$ cat src/rtl/dcache.sv
// Direct-mapped, write-through, no-write-allocate L1 data cache.
// Load hits answer combinationally; misses refill a whole line, stores write through to memory.
module dcache #(
    parameter int LINES = 16,
    parameter int WPL   = 4
) (
    input  logic        clk,
    input  logic        reset_n,
    input  logic [31:0] MCACHE_ADR_SM,
    input  logic [31:0] MCACHE_DATA_SM,
    input  logic        MCACHE_ADR_VALID_SM,
    input  logic        MCACHE_LOAD_SM,
    input  logic        MCACHE_STORE_SM,
    input  logic [3:0]  byt_sel,
    output logic [31:0] MCACHE_RESULT_SM,
    output logic        MCACHE_STALL_SM,
    output logic        BUS_ERROR_SX,
    output logic        MEM_REQ,
    output logic        MEM_WE,
    output logic [31:0] MEM_ADR,
    output logic [31:0] MEM_WDATA,
    output logic [3:0]  MEM_BE,
    input  logic        MEM_ACK,
    input  logic [31:0] MEM_RDATA,
    input  logic        MEM_ERR
);
    localparam int IDX = $clog2(LINES);
    localparam int WB  = $clog2(WPL);
    localparam int TW  = 32 - IDX - WB - 2;
    localparam logic [WB-1:0] CNT_LAST = WB'(WPL - 1);

    typedef enum logic [2:0] {S_IDLE, S_REFILL, S_WRITE, S_DONE, S_ERR} state_t;

    state_t         state_q, state_d;
    logic [WB-1:0]  cnt_q;
    logic [TW-1:0]  rtag_q;
    logic [IDX-1:0] ridx_q;
    logic [31:2]    wadr_q;
    logic [31:0]    wdata_q;
    logic [3:0]     wbe_q;
    logic [LINES-1:0] valid_q;
    logic [TW-1:0]  tag_q  [LINES];
    logic [31:0]    data_q [LINES][WPL];

    logic [TW-1:0]  req_tag;
    logic [IDX-1:0] req_idx;
    logic [WB-1:0]  req_word;
    logic [31:0]    lane_data;
    logic           req_active, req_store, req_hit;
    logic [TW-1:0]  wtag;
    logic [IDX-1:0] widx;
    logic [WB-1:0]  wword;
    logic           whit;
    logic [31:0]    merged;
    logic           refill_ok, refill_last, write_ok;

    assign req_tag    = MCACHE_ADR_SM[31:IDX+WB+2];
    assign req_idx    = MCACHE_ADR_SM[IDX+WB+1:WB+2];
    assign req_word   = MCACHE_ADR_SM[WB+1:2];
    assign lane_data  = MCACHE_DATA_SM << {MCACHE_ADR_SM[1:0], 3'b000};
    assign req_active = MCACHE_ADR_VALID_SM & (MCACHE_LOAD_SM | MCACHE_STORE_SM) & (|byt_sel);
    assign req_store  = MCACHE_STORE_SM;
    assign req_hit    = valid_q[req_idx] && (tag_q[req_idx] == req_tag);

    assign wtag  = wadr_q[31:IDX+WB+2];
    assign widx  = wadr_q[IDX+WB+1:WB+2];
    assign wword = wadr_q[WB+1:2];
    assign whit  = valid_q[widx] && (tag_q[widx] == wtag);

    assign refill_ok   = (state_q == S_REFILL) && MEM_ACK && !MEM_ERR;
    assign refill_last = refill_ok && (cnt_q == CNT_LAST);
    assign write_ok    = (state_q == S_WRITE) && MEM_ACK && !MEM_ERR;

    always_comb begin
        merged = data_q[widx][wword];
        for (int b = 0; b < 4; b++)
            if (wbe_q[b]) merged[8*b +: 8] = wdata_q[8*b +: 8];
    end

    always_ff @(posedge clk or negedge reset_n) begin
        if (!reset_n) state_q <= S_IDLE;
        else          state_q <= state_d;
    end

    always_comb begin
        state_d = state_q;
        case (state_q)
            S_IDLE: begin
                if (req_active) begin
                    if (req_store)     state_d = S_WRITE;
                    else if (!req_hit) state_d = S_REFILL;
                end
            end
            S_REFILL: begin
                if (MEM_ACK) begin
                    if (MEM_ERR)                  state_d = S_ERR;
                    else if (cnt_q == CNT_LAST)   state_d = S_IDLE;
                end
            end
            S_WRITE: begin
                if (MEM_ACK) state_d = MEM_ERR ? S_ERR : S_DONE;
            end
            S_DONE:  state_d = S_IDLE;
            S_ERR:   state_d = S_IDLE;
            default: state_d = S_IDLE;
        endcase
    end

    always_comb begin
        MCACHE_RESULT_SM = '0;
        MCACHE_STALL_SM  = 1'b0;
        BUS_ERROR_SX     = 1'b0;
        MEM_REQ          = 1'b0;
        MEM_WE           = 1'b0;
        MEM_ADR          = '0;
        MEM_WDATA        = '0;
        MEM_BE           = 4'hF;
        case (state_q)
            S_IDLE: begin
                if (req_active) begin
                    if (!req_store && req_hit) MCACHE_RESULT_SM = data_q[req_idx][req_word];
                    else                       MCACHE_STALL_SM  = 1'b1;
                end
            end
            S_REFILL: begin
                MCACHE_STALL_SM = 1'b1;
                MEM_REQ         = 1'b1;
                MEM_ADR         = {rtag_q, ridx_q, cnt_q, 2'b00};
            end
            S_WRITE: begin
                MCACHE_STALL_SM = 1'b1;
                MEM_REQ         = 1'b1;
                MEM_WE          = 1'b1;
                MEM_ADR         = {wadr_q, 2'b00};
                MEM_WDATA       = wdata_q;
                MEM_BE          = wbe_q;
            end
            S_ERR:   BUS_ERROR_SX = 1'b1;
            default: ;
        endcase
    end

    // The missing line is invalidated at miss time so a partial refill can never hit.
    always_ff @(posedge clk or negedge reset_n) begin
        if (!reset_n) begin
            valid_q <= '0;
            cnt_q   <= '0;
            rtag_q  <= '0;
            ridx_q  <= '0;
            wadr_q  <= '0;
            wdata_q <= '0;
            wbe_q   <= 4'hF;
        end else begin
            if (state_q == S_IDLE && req_active) begin
                if (req_store) begin
                    wadr_q  <= MCACHE_ADR_SM[31:2];
                    wdata_q <= lane_data;
                    wbe_q   <= byt_sel;
                end else if (!req_hit) begin
                    valid_q[req_idx] <= 1'b0;
                    cnt_q            <= '0;
                    rtag_q           <= req_tag;
                    ridx_q           <= req_idx;
                end
            end
            if (refill_ok)   cnt_q           <= cnt_q + WB'(1);
            if (refill_last) valid_q[ridx_q] <= 1'b1;
        end
    end

    always_ff @(posedge clk) begin
        if (refill_ok)   data_q[ridx_q][cnt_q] <= MEM_RDATA;
        if (refill_last) tag_q[ridx_q]         <= rtag_q;
        if (write_ok && whit) data_q[widx][wword] <= merged;
    end

endmodule

$ cat config.mk
export PLATFORM = sky130hd
export DESIGN_NAME = dcache
export DESIGN_NICKNAME = d
export VERILOG_FILES = /design/src/rtl/dcache.sv
export SDC_FILE = /design/constraint.sdc
export NUM_CORES = 2
export LEC_CHECK = 0
export ABC_CLOCK_PERIOD_IN_PS = 6700
export CAP_MARGIN = 10
export CORE_MARGIN = 2
export CORE_UTILIZATION = 42
export DETAILED_ROUTE_END_ITERATION = 8
export PLACE_DENSITY = 0.61
export SYNTH_ARGS = -nofsm -noshare
export SYNTH_HDL_FRONTEND = slang
export SYNTH_SLANG_ARGS = --single-unit
export TNS_END_PERCENT = 100
$ cat constraint.sdc
create_clock -name clk -period 6.7 [get_ports clk]
set_clock_uncertainty 0.2 [all_clocks]
set_input_delay 1.34 -clock clk [delete_from_list [all_inputs] [get_ports clk]]
set_output_delay 1.34 -clock clk [all_outputs]
set_load 0.03 [all_outputs]
==> results.toml <==
[status]
status = "complete, no violations"

[layout]
final_design_area_no_fill_um2 = 138000
multi_input_area_um2 = 41700
layout-drive-gt1-share = 0.424
final-seq-area_um2 = 75900
post_layout_nonfiller_instances = 9735
fillers = 22547
flow.area_growth_from_synthesis_pct = 16.2
finalNetCount = 5868

[synthesis]
postSynthCellCount = 5368
synth_top_area_cell = "sky130_fd_sc_hd__edfxtp_1"
post-synth-top-area-fraction = 0.615
post_synth_main_area_contributors = "sky130_fd_sc_hd__edfxtp_1 (62%), sky130_fd_sc_hd__mux4_2 (29%), sky130_fd_sc_hd__dfrtp_1 (2.3%)"
predominant_post_synthesis_flop_cell = "sky130_fd_sc_hd__edfxtp_1"
postSynth.asyncResetShare = 0.0452
synthDistinctLibCells = 59
mappedNetlistArea_um2 = 119000
synth_seq_cells = 2547
synth.yosys.warnings = 0
mean_cell_area_of_the_mapped_netlist_um2 = 22.1
seq_area_frac_synth = 0.639
number_of_synthesized_flops_with_an_enable_pin = 2432

[timing]
timing.fmax_mhz = 150
max_slew.worst_pin.slew_ns = 1.21
rsz0062_at_grt = "true"
timing.final.max_slew_violations = 0
finalSetupViolCount = 0
final_period_minus_worst_setup_slack_ns = 6.66
period_share = 0.994
timing.final.hold_violations = 0
totalNegativeSetupSlack_ns = 0
timing.max_slew.rel_slack = 0.168

[clock_network]
cts-root-to-sink-buffers = 4
worst_skew_pair.late_latency_ns = 0.87
htree_num_levels = 5
worst_setup_hold_path_clk_slew_ns = 0.06
tritoncts_sinks = 2547
numCtsBuffers = 287
clock_tree.root_cell = "sky130_fd_sc_hd__clkbuf_16"
cts_tree = "done"
cts_hold_buffers = 0

[worst_hold_path]
holdCritPathClass = "primary input to asynchronous set/reset pin"

[floorplan]
pin_count = 211
rows = 195
die-height_um = 536
fp.coreArea_um2 = 282000
initial_core_util = 0.421
die_width_um = 536
dieArea_um2 = 287000

[route]
drc = 0
dr_total_vias = 65671
detailedRoute.firstPassIterationCount = 7
finalWirelength_um = 393000
wire_per_inst_um = 40.3
initialDrtViolationCount = 9884
ant_nets = 0
routed_via_density = 6.75

[power]
p_leak_nw = 42.8
post-layout-total-power_mw = 48.5
worst_vdd_drop_mv = 0.343
power.density_cell_area_nw_per_um2 = 352

[placed_design]
gp_congestion = 0.830
port_buffers = 208
place.detailed.hpwl_um = 227000
dp_cells = 9209
dpl-instance-area_um2 = 129000

[setup_path]
rrSetupSlack_ns = 0.81
critical_path_peak_fanout = 19
critical_path_required_ns = 5.16
critical_path_arrival_ns = 5.12
timing.setup.critical_path_class = "primary input to output pin"
end_kind = "output pin"
worst_setup_path_start_kind = "primary input"

[global_routing]
globalRoute.totalOverflow = 0
grt_pass1_wl_um = 541000
globalRouteMet1Util = 0.383
grt_use_met2 = 0.425
grt_antenna_before_repair = 15
grt_use_met3 = 0.0696
global_route.peak_usage_layer = "met2"
grt_start_max_net_pins = 136
grt_util_all_layers = 0.273
first_global_vias = 66080

[job]
maxCapViolations = 0
==> routing by layer <==
| metal | share of wire | vias up |
|---|---|---|
| met5 | 0.00089 | - |
| met4 | 0.032 | 6 |
| met3 | 0.12 | 644 |
| met2 | 0.47 | 4127 |
| met1 | 0.38 | 36252 |
| li1 | - | 24642 |
==> area by class of cell <==
cell class	instances	area share
flip-flops and latches	2547	0.550
multi-input cells	2386	0.302
clock buffers	358	0.0558
repair buffers	526	0.0477
well taps	3743	0.0339
clock inverters	151	0.00945
diodes	15	0.000272
inverters	9	0.000245
==> metrics by stage <==
stage               utilization  hold slack, ns  setup slack (ns)
floorplan                     -           0.257             0.478
global placement          0.457           0.304           -0.0914
detailed placement        0.457           0.314           -0.0766
CTS                       0.489           0.280           0.00834
global route              0.490           0.300           -0.0223
finish                    0.490           0.281            0.0398
==> cells by family (layout without fill, tap and decap cells) <==
group	after synthesis	after routing	share of synthesized area
flops	2547	2547	0.639
mux	1809	1809	0.316
buf+inv	436	1044	0.0151
simple gates	350	350	0.0147
compound gates	179	179	0.0110
xor+xnor	42	42	0.00310
fa+ha+maj	4	4	0.000422
other cells	1	17	0.0000316
==> where the power goes <==
group	total [mW]	switching [mW]	leakage, nW	internal (mW)
logic	13.6	6.72	15.1	6.85
clock network	15.3	6.45	4.40	8.89
registers	19.6	1.43	23.3	18.2
total	48.5	14.6	42.8	33.9
==> worst max-delay path, cell delays in order <==
cell and delay (ns):
sky130_fd_sc_hd__buf_8 0.23, sky130_fd_sc_hd__mux4_2 0.55, sky130_fd_sc_hd__mux2i_2 0.27, sky130_fd_sc_hd__o22ai_1 0.18, sky130_fd_sc_hd__a2111oi_2 0.37, sky130_fd_sc_hd__a21oi_1 0.16, sky130_fd_sc_hd__or4_1 0.53, sky130_fd_sc_hd__or4b_4 0.69
sky130_fd_sc_hd__buf_4 0.30, sky130_fd_sc_hd__nor2b_1 0.26, sky130_fd_sc_hd__buf_12 0.16
==> registers in the layout, indices dropped and copies added, names as in the netlist, 4 cells and up <==
signal   cells
wbe_q        4
data_q    2048
tag_q      384
rtag_q      24
ridx_q       4
valid_q     16
wdata_q     32
wadr_q      30
==> synthesized netlist by cell type (34+ instances only) <==
library cell	number
sky130_fd_sc_hd__buf_1	89
sky130_fd_sc_hd__buf_2	90
sky130_fd_sc_hd__mux2i_1	133
sky130_fd_sc_hd__dfrtp_1	111
sky130_fd_sc_hd__nand2_1	59
sky130_fd_sc_hd__and2_1	34
sky130_fd_sc_hd__mux2_2	132
sky130_fd_sc_hd__mux4_2	1541
sky130_fd_sc_hd__clkbuf_1	236
sky130_fd_sc_hd__edfxtp_1	2432
sky130_fd_sc_hd__nor2b_1	50
sky130_fd_sc_hd__nor2_1	124
==> placed cells by master (no fill, tap or decap), drive strengths merged, types with 14 or more instances in the layout <==
cell type | netlist | final
inv | 9 | 19
nand2 | 59 | 59
o21ai | 26 | 26
diode | 0 | 15
nand2b | 15 | 15
bufinv | 0 | 19
nor3 | 18 | 18
a211oi | 14 | 14
nor2 | 124 | 124
xnor2 | 25 | 25
clkdlybuf4s50 | 0 | 168
clkinv | 0 | 113
nor2b | 50 | 50
and2 | 35 | 35
o22a | 16 | 16
xor2 | 17 | 17
mux2 | 135 | 135
dfrtp | 111 | 111
a21oi | 27 | 27
mux2i | 133 | 133
edfxtp | 2432 | 2432
clkbuf | 236 | 358
a22oi | 18 | 18
mux4 | 1541 | 1541
buf | 191 | 358
a22o | 31 | 31
==> what timing repair did <==
action | in CTS | in global routing
buffers inserted | 1 | 0
gates resized for setup | 2 | 5
setup endpoints to repair | 25 | 21
pin swaps | 1 | 1
==> path summary, 6_finish.rpt <==
kind | endpoint | depth (start not counted) | startpoint
min in group clk | valid_q[13]$_DFF_PN0_ | 1 | valid_q[13]$_DFF_PN0_
worst max-delay path | MCACHE_RESULT_SM[10] | 11 | MCACHE_ADR_SM[5]
max in group asynchronous | wadr_q[2]$_DFFE_PN0P_ | 2 | reset_n
worst min-delay path | wadr_q[16]$_DFFE_PN0P_ | 1 | reset_n
worst min register to register | valid_q[13]$_DFF_PN0_ | 1 | valid_q[13]$_DFF_PN0_
worst max register to register | data_q[4][62]$_DFFE_PP_ | 14 | wadr_q[4]$_DFFE_PN0P_
Power figures use the tool's default switching activity.
